**config.mk**
```make
export PLATFORM = sky130hd
export DESIGN_NAME = flick_conditioner
export DESIGN_NICKNAME = d
export VERILOG_FILES = /design/src/rtl/flick_conditioner.sv
export SDC_FILE = /design/constraint.sdc
export NUM_CORES = 1
export LEC_CHECK = 0
export CELL_PAD_IN_SITES_DETAIL_PLACEMENT = 1
export CELL_PAD_IN_SITES_GLOBAL_PLACEMENT = 2
export CORE_AREA = 2 2 39 41
export CTS_BUF_LIST = sky130_fd_sc_hd__clkbuf_4 sky130_fd_sc_hd__clkbuf_8 sky130_fd_sc_hd__clkbuf_16
export DETAILED_ROUTE_END_ITERATION = 10
export DIE_AREA = 0 0 41 43
export PLACE_DENSITY = 0.8
export SLEW_MARGIN = 20
export SYNTH_ARGS = -nofsm -noshare
export SYNTH_HDL_FRONTEND = slang
export SYNTH_SLANG_ARGS = --single-unit
export TNS_END_PERCENT = 1
```
**constraint.sdc**
```tcl
create_clock -name clk -period 2 [get_ports clk]
set_input_delay 0.2 -clock clk [delete_from_list [all_inputs] [get_ports clk]]
set_output_delay 0.2 -clock clk [all_outputs]
set_load 0.01 [all_outputs]
```
**src/rtl/flick_conditioner.sv**
```systemverilog
// Flick button conditioner: 2-flop sync, press/release debounce FSM.
// Define FLICK_REPEAT_EN to add auto-repeat pulses while held.
module flick_conditioner #(
    parameter int DEBOUNCE_CYCLES = 16,
    parameter int REPEAT_CYCLES   = 64
) (
    input  logic clk,
    input  logic rst_n,
    input  logic flick_raw,
    output logic flick_level,
    output logic flick_pulse,
    output logic flick_release
);

    localparam int CW = (DEBOUNCE_CYCLES > 2) ? $clog2(DEBOUNCE_CYCLES) : 1;
    localparam logic [CW-1:0] CNT_MAX = CW'(DEBOUNCE_CYCLES - 1);

    if (DEBOUNCE_CYCLES < 2) begin : g_bad_debounce
        $error("DEBOUNCE_CYCLES must be >= 2");
    end
    if (REPEAT_CYCLES < 2) begin : g_bad_repeat
        $error("REPEAT_CYCLES must be >= 2");
    end

    typedef enum logic [1:0] {
        IDLE,
        PRESS_CHK,
        HELD,
        RELEASE_CHK
    } state_t;

    state_t        r_state;
    state_t        w_state_nxt;
    logic          r_sync1;
    logic          r_sync2;
    logic [CW-1:0] r_cnt;
    logic [CW-1:0] w_cnt_nxt;
    logic          r_level;
    logic          r_pulse;
    logic          r_release;
    logic          w_level_nxt;
    logic          w_pulse_nxt;
    logic          w_press_acc;
    logic          w_release_nxt;
    logic          w_held_entry;

    always_ff @(posedge clk or negedge rst_n) begin
        if (!rst_n) begin
            r_sync1 <= 1'b0;
            r_sync2 <= 1'b0;
        end else begin
            r_sync1 <= flick_raw;
            r_sync2 <= r_sync1;
        end
    end

    always_ff @(posedge clk or negedge rst_n) begin
        if (!rst_n) begin
            r_state   <= IDLE;
            r_cnt     <= '0;
            r_level   <= 1'b0;
            r_pulse   <= 1'b0;
            r_release <= 1'b0;
        end else begin
            r_state   <= w_state_nxt;
            r_cnt     <= w_cnt_nxt;
            r_level   <= w_level_nxt;
            r_pulse   <= w_pulse_nxt;
            r_release <= w_release_nxt;
        end
    end

    always_comb begin
        w_state_nxt   = r_state;
        w_cnt_nxt     = r_cnt;
        w_press_acc   = 1'b0;
        w_release_nxt = 1'b0;
        w_held_entry  = 1'b0;
        unique case (r_state)
            IDLE: begin
                if (r_sync2) begin
                    w_state_nxt = PRESS_CHK;
                    w_cnt_nxt   = '0;
                end
            end
            PRESS_CHK: begin
                if (!r_sync2) begin
                    w_state_nxt = IDLE;
                end else if (r_cnt == CNT_MAX) begin
                    w_state_nxt  = HELD;
                    w_press_acc  = 1'b1;
                    w_held_entry = 1'b1;
                end else begin
                    w_cnt_nxt = r_cnt + CW'(1);
                end
            end
            HELD: begin
                if (!r_sync2) begin
                    w_state_nxt = RELEASE_CHK;
                    w_cnt_nxt   = '0;
                end
            end
            RELEASE_CHK: begin
                if (r_sync2) begin
                    w_state_nxt  = HELD;
                    w_held_entry = 1'b1;
                end else if (r_cnt == CNT_MAX) begin
                    w_state_nxt   = IDLE;
                    w_release_nxt = 1'b1;
                end else begin
                    w_cnt_nxt = r_cnt + CW'(1);
                end
            end
            default: begin
                w_state_nxt = IDLE;
                w_cnt_nxt   = '0;
            end
        endcase
        // Level tracks the debounced state: high from acceptance to release.
        w_level_nxt = (w_state_nxt == HELD) || (w_state_nxt == RELEASE_CHK);
    end

`ifdef FLICK_REPEAT_EN
    localparam int RW = (REPEAT_CYCLES > 2) ? $clog2(REPEAT_CYCLES) : 1;
    localparam logic [RW-1:0] REP_MAX = RW'(REPEAT_CYCLES - 1);

    logic [RW-1:0] r_rep;
    logic          w_rep_hit;

    assign w_rep_hit = (r_state == HELD) && (r_rep == REP_MAX);

    // Frozen outside HELD so a bounced release does not advance it.
    always_ff @(posedge clk or negedge rst_n) begin
        if (!rst_n) begin
            r_rep <= '0;
        end else if (w_held_entry) begin
            r_rep <= '0;
        end else if (r_state == HELD) begin
            r_rep <= w_rep_hit ? '0 : r_rep + RW'(1);
        end
    end

    assign w_pulse_nxt = w_press_acc | w_rep_hit;
`else
    assign w_pulse_nxt = w_press_acc;
`endif

    assign flick_level   = r_level;
    assign flick_pulse   = r_pulse;
    assign flick_release = r_release;

endmodule
```
==> out/metrics.yaml <==
clock_tree:
  cts_setup_buffers: 0
  clkSlewWorstSetupHoldPaths_ps: 60
  holdBufCountCts: 0
  numCtsBuffers: 3
  cts_max_path_buffers: 2
  clk_latency_ps: 260
  cts_root_buf: "clkbuf_4"
  cts_resized: 0
  tritoncts: "done"
  htree_levels: 1
  clkSinkCount: 10
final_layout:
  multi_input_area_sq_um: 160
  drive_above_1_share: 0.205
  nets: 45
  seq_area_sq_um: 250
  n_antenna_cell: 0
  stdcell_count: 55
  syn_to_final_growth_pct: 22.4
  fill_cells: 145
placed_design:
  place_congestion: 0.631
  dp_hpwl_um: 551
  io_buffers: 5
  dp_cells: 52
routing:
  drtAntennaViolNets: 0
  route.vias.total: 274
  wirelength_um: 709
  routedWlPerCell_um: 12.9
  drc_errors: 0
  vias_per_cell: 4.98
  initialDrtViolationCount: 0
  first_pass_iters: 1
setup_path:
  critPathRequiredTime_ps: 1800
  max_stage_delay_ps: 570
  regToRegSetupSlack_ps: 580
  r2r-start: "r_cnt[0]$_DFFE_PN0P_"
  cp_data_arrival_time_ps: 1270
  worstSetupPathType: "reg -> out"
  path_cells: "clkdlybuf4s50_1"
  path_delay_family: "buffers and inverters"
  reg2regPathDepth: 4
  slowest_stage: "clkdlybuf4s50_1"
  critPathBufInv: 1
  worstReg2RegEnd: "r_cnt[0]$_DFFE_PN0P_"
  cp-end-kind: "primary output"
  cp-start-kind: "flip-flop"
  path_max_fanout: 5
sta:
  fin_crit_ps: 1470
  clock.fmax_ghz: 0.681
  maxSlewHeadroom: 0.712
  fin_worst_skew_ps: 2.97
  post-route-period-util: 0.735
  worst_pin_slew_ps: 431
  slew_violations: 0
  finalSetupTns_ps: 0
  hold_viol_final: 0
  grt_setup_unrepaired: "no"
  finalSetupViolations: 0
flow_run:
  cap_violations: 0
floorplanning:
  die_y_um: 43
  core.rowCount: 14
  die_w_um: 41
  die_area_sq_um: 1760
  ios: 6
  core_area_sq_um: 1380
  initial_core_util: 0.299
synthesis:
  syn_area_per_cell_sq_um: 13.4
  syn_inst: 31
  syn_nets: 35
  ys_seq_area_frac: 0.604
  netlist_area_sq_um: 414
  synth_cell_types: 18
  synth_warnings: 0
  ys_seq_elements: 10
global_route:
  grt_pass1_wl_um: 1190
  track_usage: 0.108
  grt_max_degree: 11
  grt_pass1_vias: 299
  overflow: 0
  antenna_found_initial: 0
power:
  sequentialPowerShare: 0.577
  ir_worst_vdd_mv: 0.356
  powerDensity_nw_per_um2: 792
  p_sw_frac: 0.240
  p_sw_w: 0.0000965
  p_comb_frac: 0.094
  intPower_w: 0.000305
  clkPwrFrac: 0.329
  power_leakage_nw: 0.233
worst_hold_path:
  holdCritPathClass: "in -> async"
status:
  outcome: "finished clean"
-- routing by layer --
layer | track usage | vias up | part of all wire
li1 | - | 127 | -
met4 | 0.120 | 0 | 0.072
met1 | 0.113 | 133 | 0.38
met2 | 0.163 | 9 | 0.52
met5 | 0 | - | 0
met3 | 0.0157 | 5 | 0.034
-- state kept, by name (all words and copies together) (netlist names) --
name	flops
flick_pulse	1
r_cnt	4
flick_release	1
r_sync2	1
flick_level	1
r_sync1	1
r_state	1
-- worst max-delay path by stage --
| stage | end | slack, ps | start | cells after the start |
|---|---|---|---|---|
| final | flick_level | 530 | flick_level$_DFF_PN0_ | 1 |
| after global routing | flick_level | 490 | flick_level$_DFF_PN0_ | 1 |
| after CTS | flick_level | 510 | flick_level$_DFF_PN0_ | 1 |
| after detailed placement | r_cnt[0]$_DFFE_PN0P_ | 580 | r_cnt[0]$_DFFE_PN0P_ | 4 |
| after global placement | r_cnt[0]$_DFFE_PN0P_ | 650 | r_cnt[0]$_DFFE_PN0P_ | 4 |
| after floorplan | r_cnt[0]$_DFFE_PN0P_ | 730 | r_cnt[0]$_DFFE_PN0P_ | 4 |
-- cells in the mapped netlist --
library cell	number	share of area
nand3_1	1	0.012
mux2_4	1	0.036
nand2_2	1	0.015
xor2_2	1	0.039
nand2_1	1	0.0091
nand4_1	1	0.015
nor3b_1	2	0.036
nand2b_1	1	0.015
inv_1	1	0.0091
ha_1	1	0.030
nor2b_1	1	0.015
dfrtp_1	10	0.60
mux2_2	1	0.027
o21ai_0	2	0.024
nand4_2	1	0.030
a21oi_1	3	0.036
a21bo_1	1	0.024
a41oi_1	1	0.021
-- per-stage QoR --
step	power (W)	setup slack [ps]	hold WS [ps]	area (sq um)	util
2_1_floorplan	0.000256	728	-95.6	414	-
3_3_place_gp	0.000267	654	338	484	0.350
3_5_place_dp	0.000273	582	340	484	0.350
4_1_cts	0.000412	509	243	507	0.366
5_1_grt	0.000427	491	260	507	0.366
6_report	0.000401	531	241	507	0.366
-- cell usage in the layout (no fill, tap or decap) --
master / count
mux2_2: 1
clkdlybuf4s50_1: 5
clkbuf_4: 3
a21oi_1: 3
nand2_2: 1
nand2b_1: 1
dfrtp_1: 10
a41oi_1: 1
nor3b_1: 2
nand4_1: 1
inv_1: 1
nand4_2: 1
nand2_1: 1
mux2_4: 1
ha_1: 1
nor2b_1: 1
a21bo_1: 1
nand3_1: 1
xor2_2: 1
o21ai_0: 2
-- power groups by stage --
| stage | logic, W | registers [W] | clock network [W] |
|---|---|---|---|
| after floorplan | 0.0000249 | 0.000231 | 0 |
| after global placement | 0.0000341 | 0.000233 | 0 |
| after detailed placement | 0.0000376 | 0.000235 | 0 |
| after CTS | 0.0000380 | 0.000232 | 0.000142 |
| after global routing | 0.0000420 | 0.000234 | 0.000151 |
| final | 0.0000375 | 0.000232 | 0.000132 |
-- area by class of cell --
type,instances,area share
multi-input cells,20,0.316
flip-flops and latches,10,0.494
well taps,16,0.0395
repair buffers,5,0.0988
inverters,1,0.00741
clock buffers,3,0.0444
-- kinds of logic after synthesis --
kind of cell / after synthesis / share of synthesized area
muxes: 2 / 0.0634
DFF: 10 / 0.604
adders and majority gates: 1 / 0.0302
xor gates and xnor gates: 1 / 0.0393
AOI/OAI and AO/OA: 7 / 0.106
buffers and inverters: 1 / 0.00905
and+or+nand+nor: 9 / 0.148
Note: power is estimated with default switching activity, not from simulation.
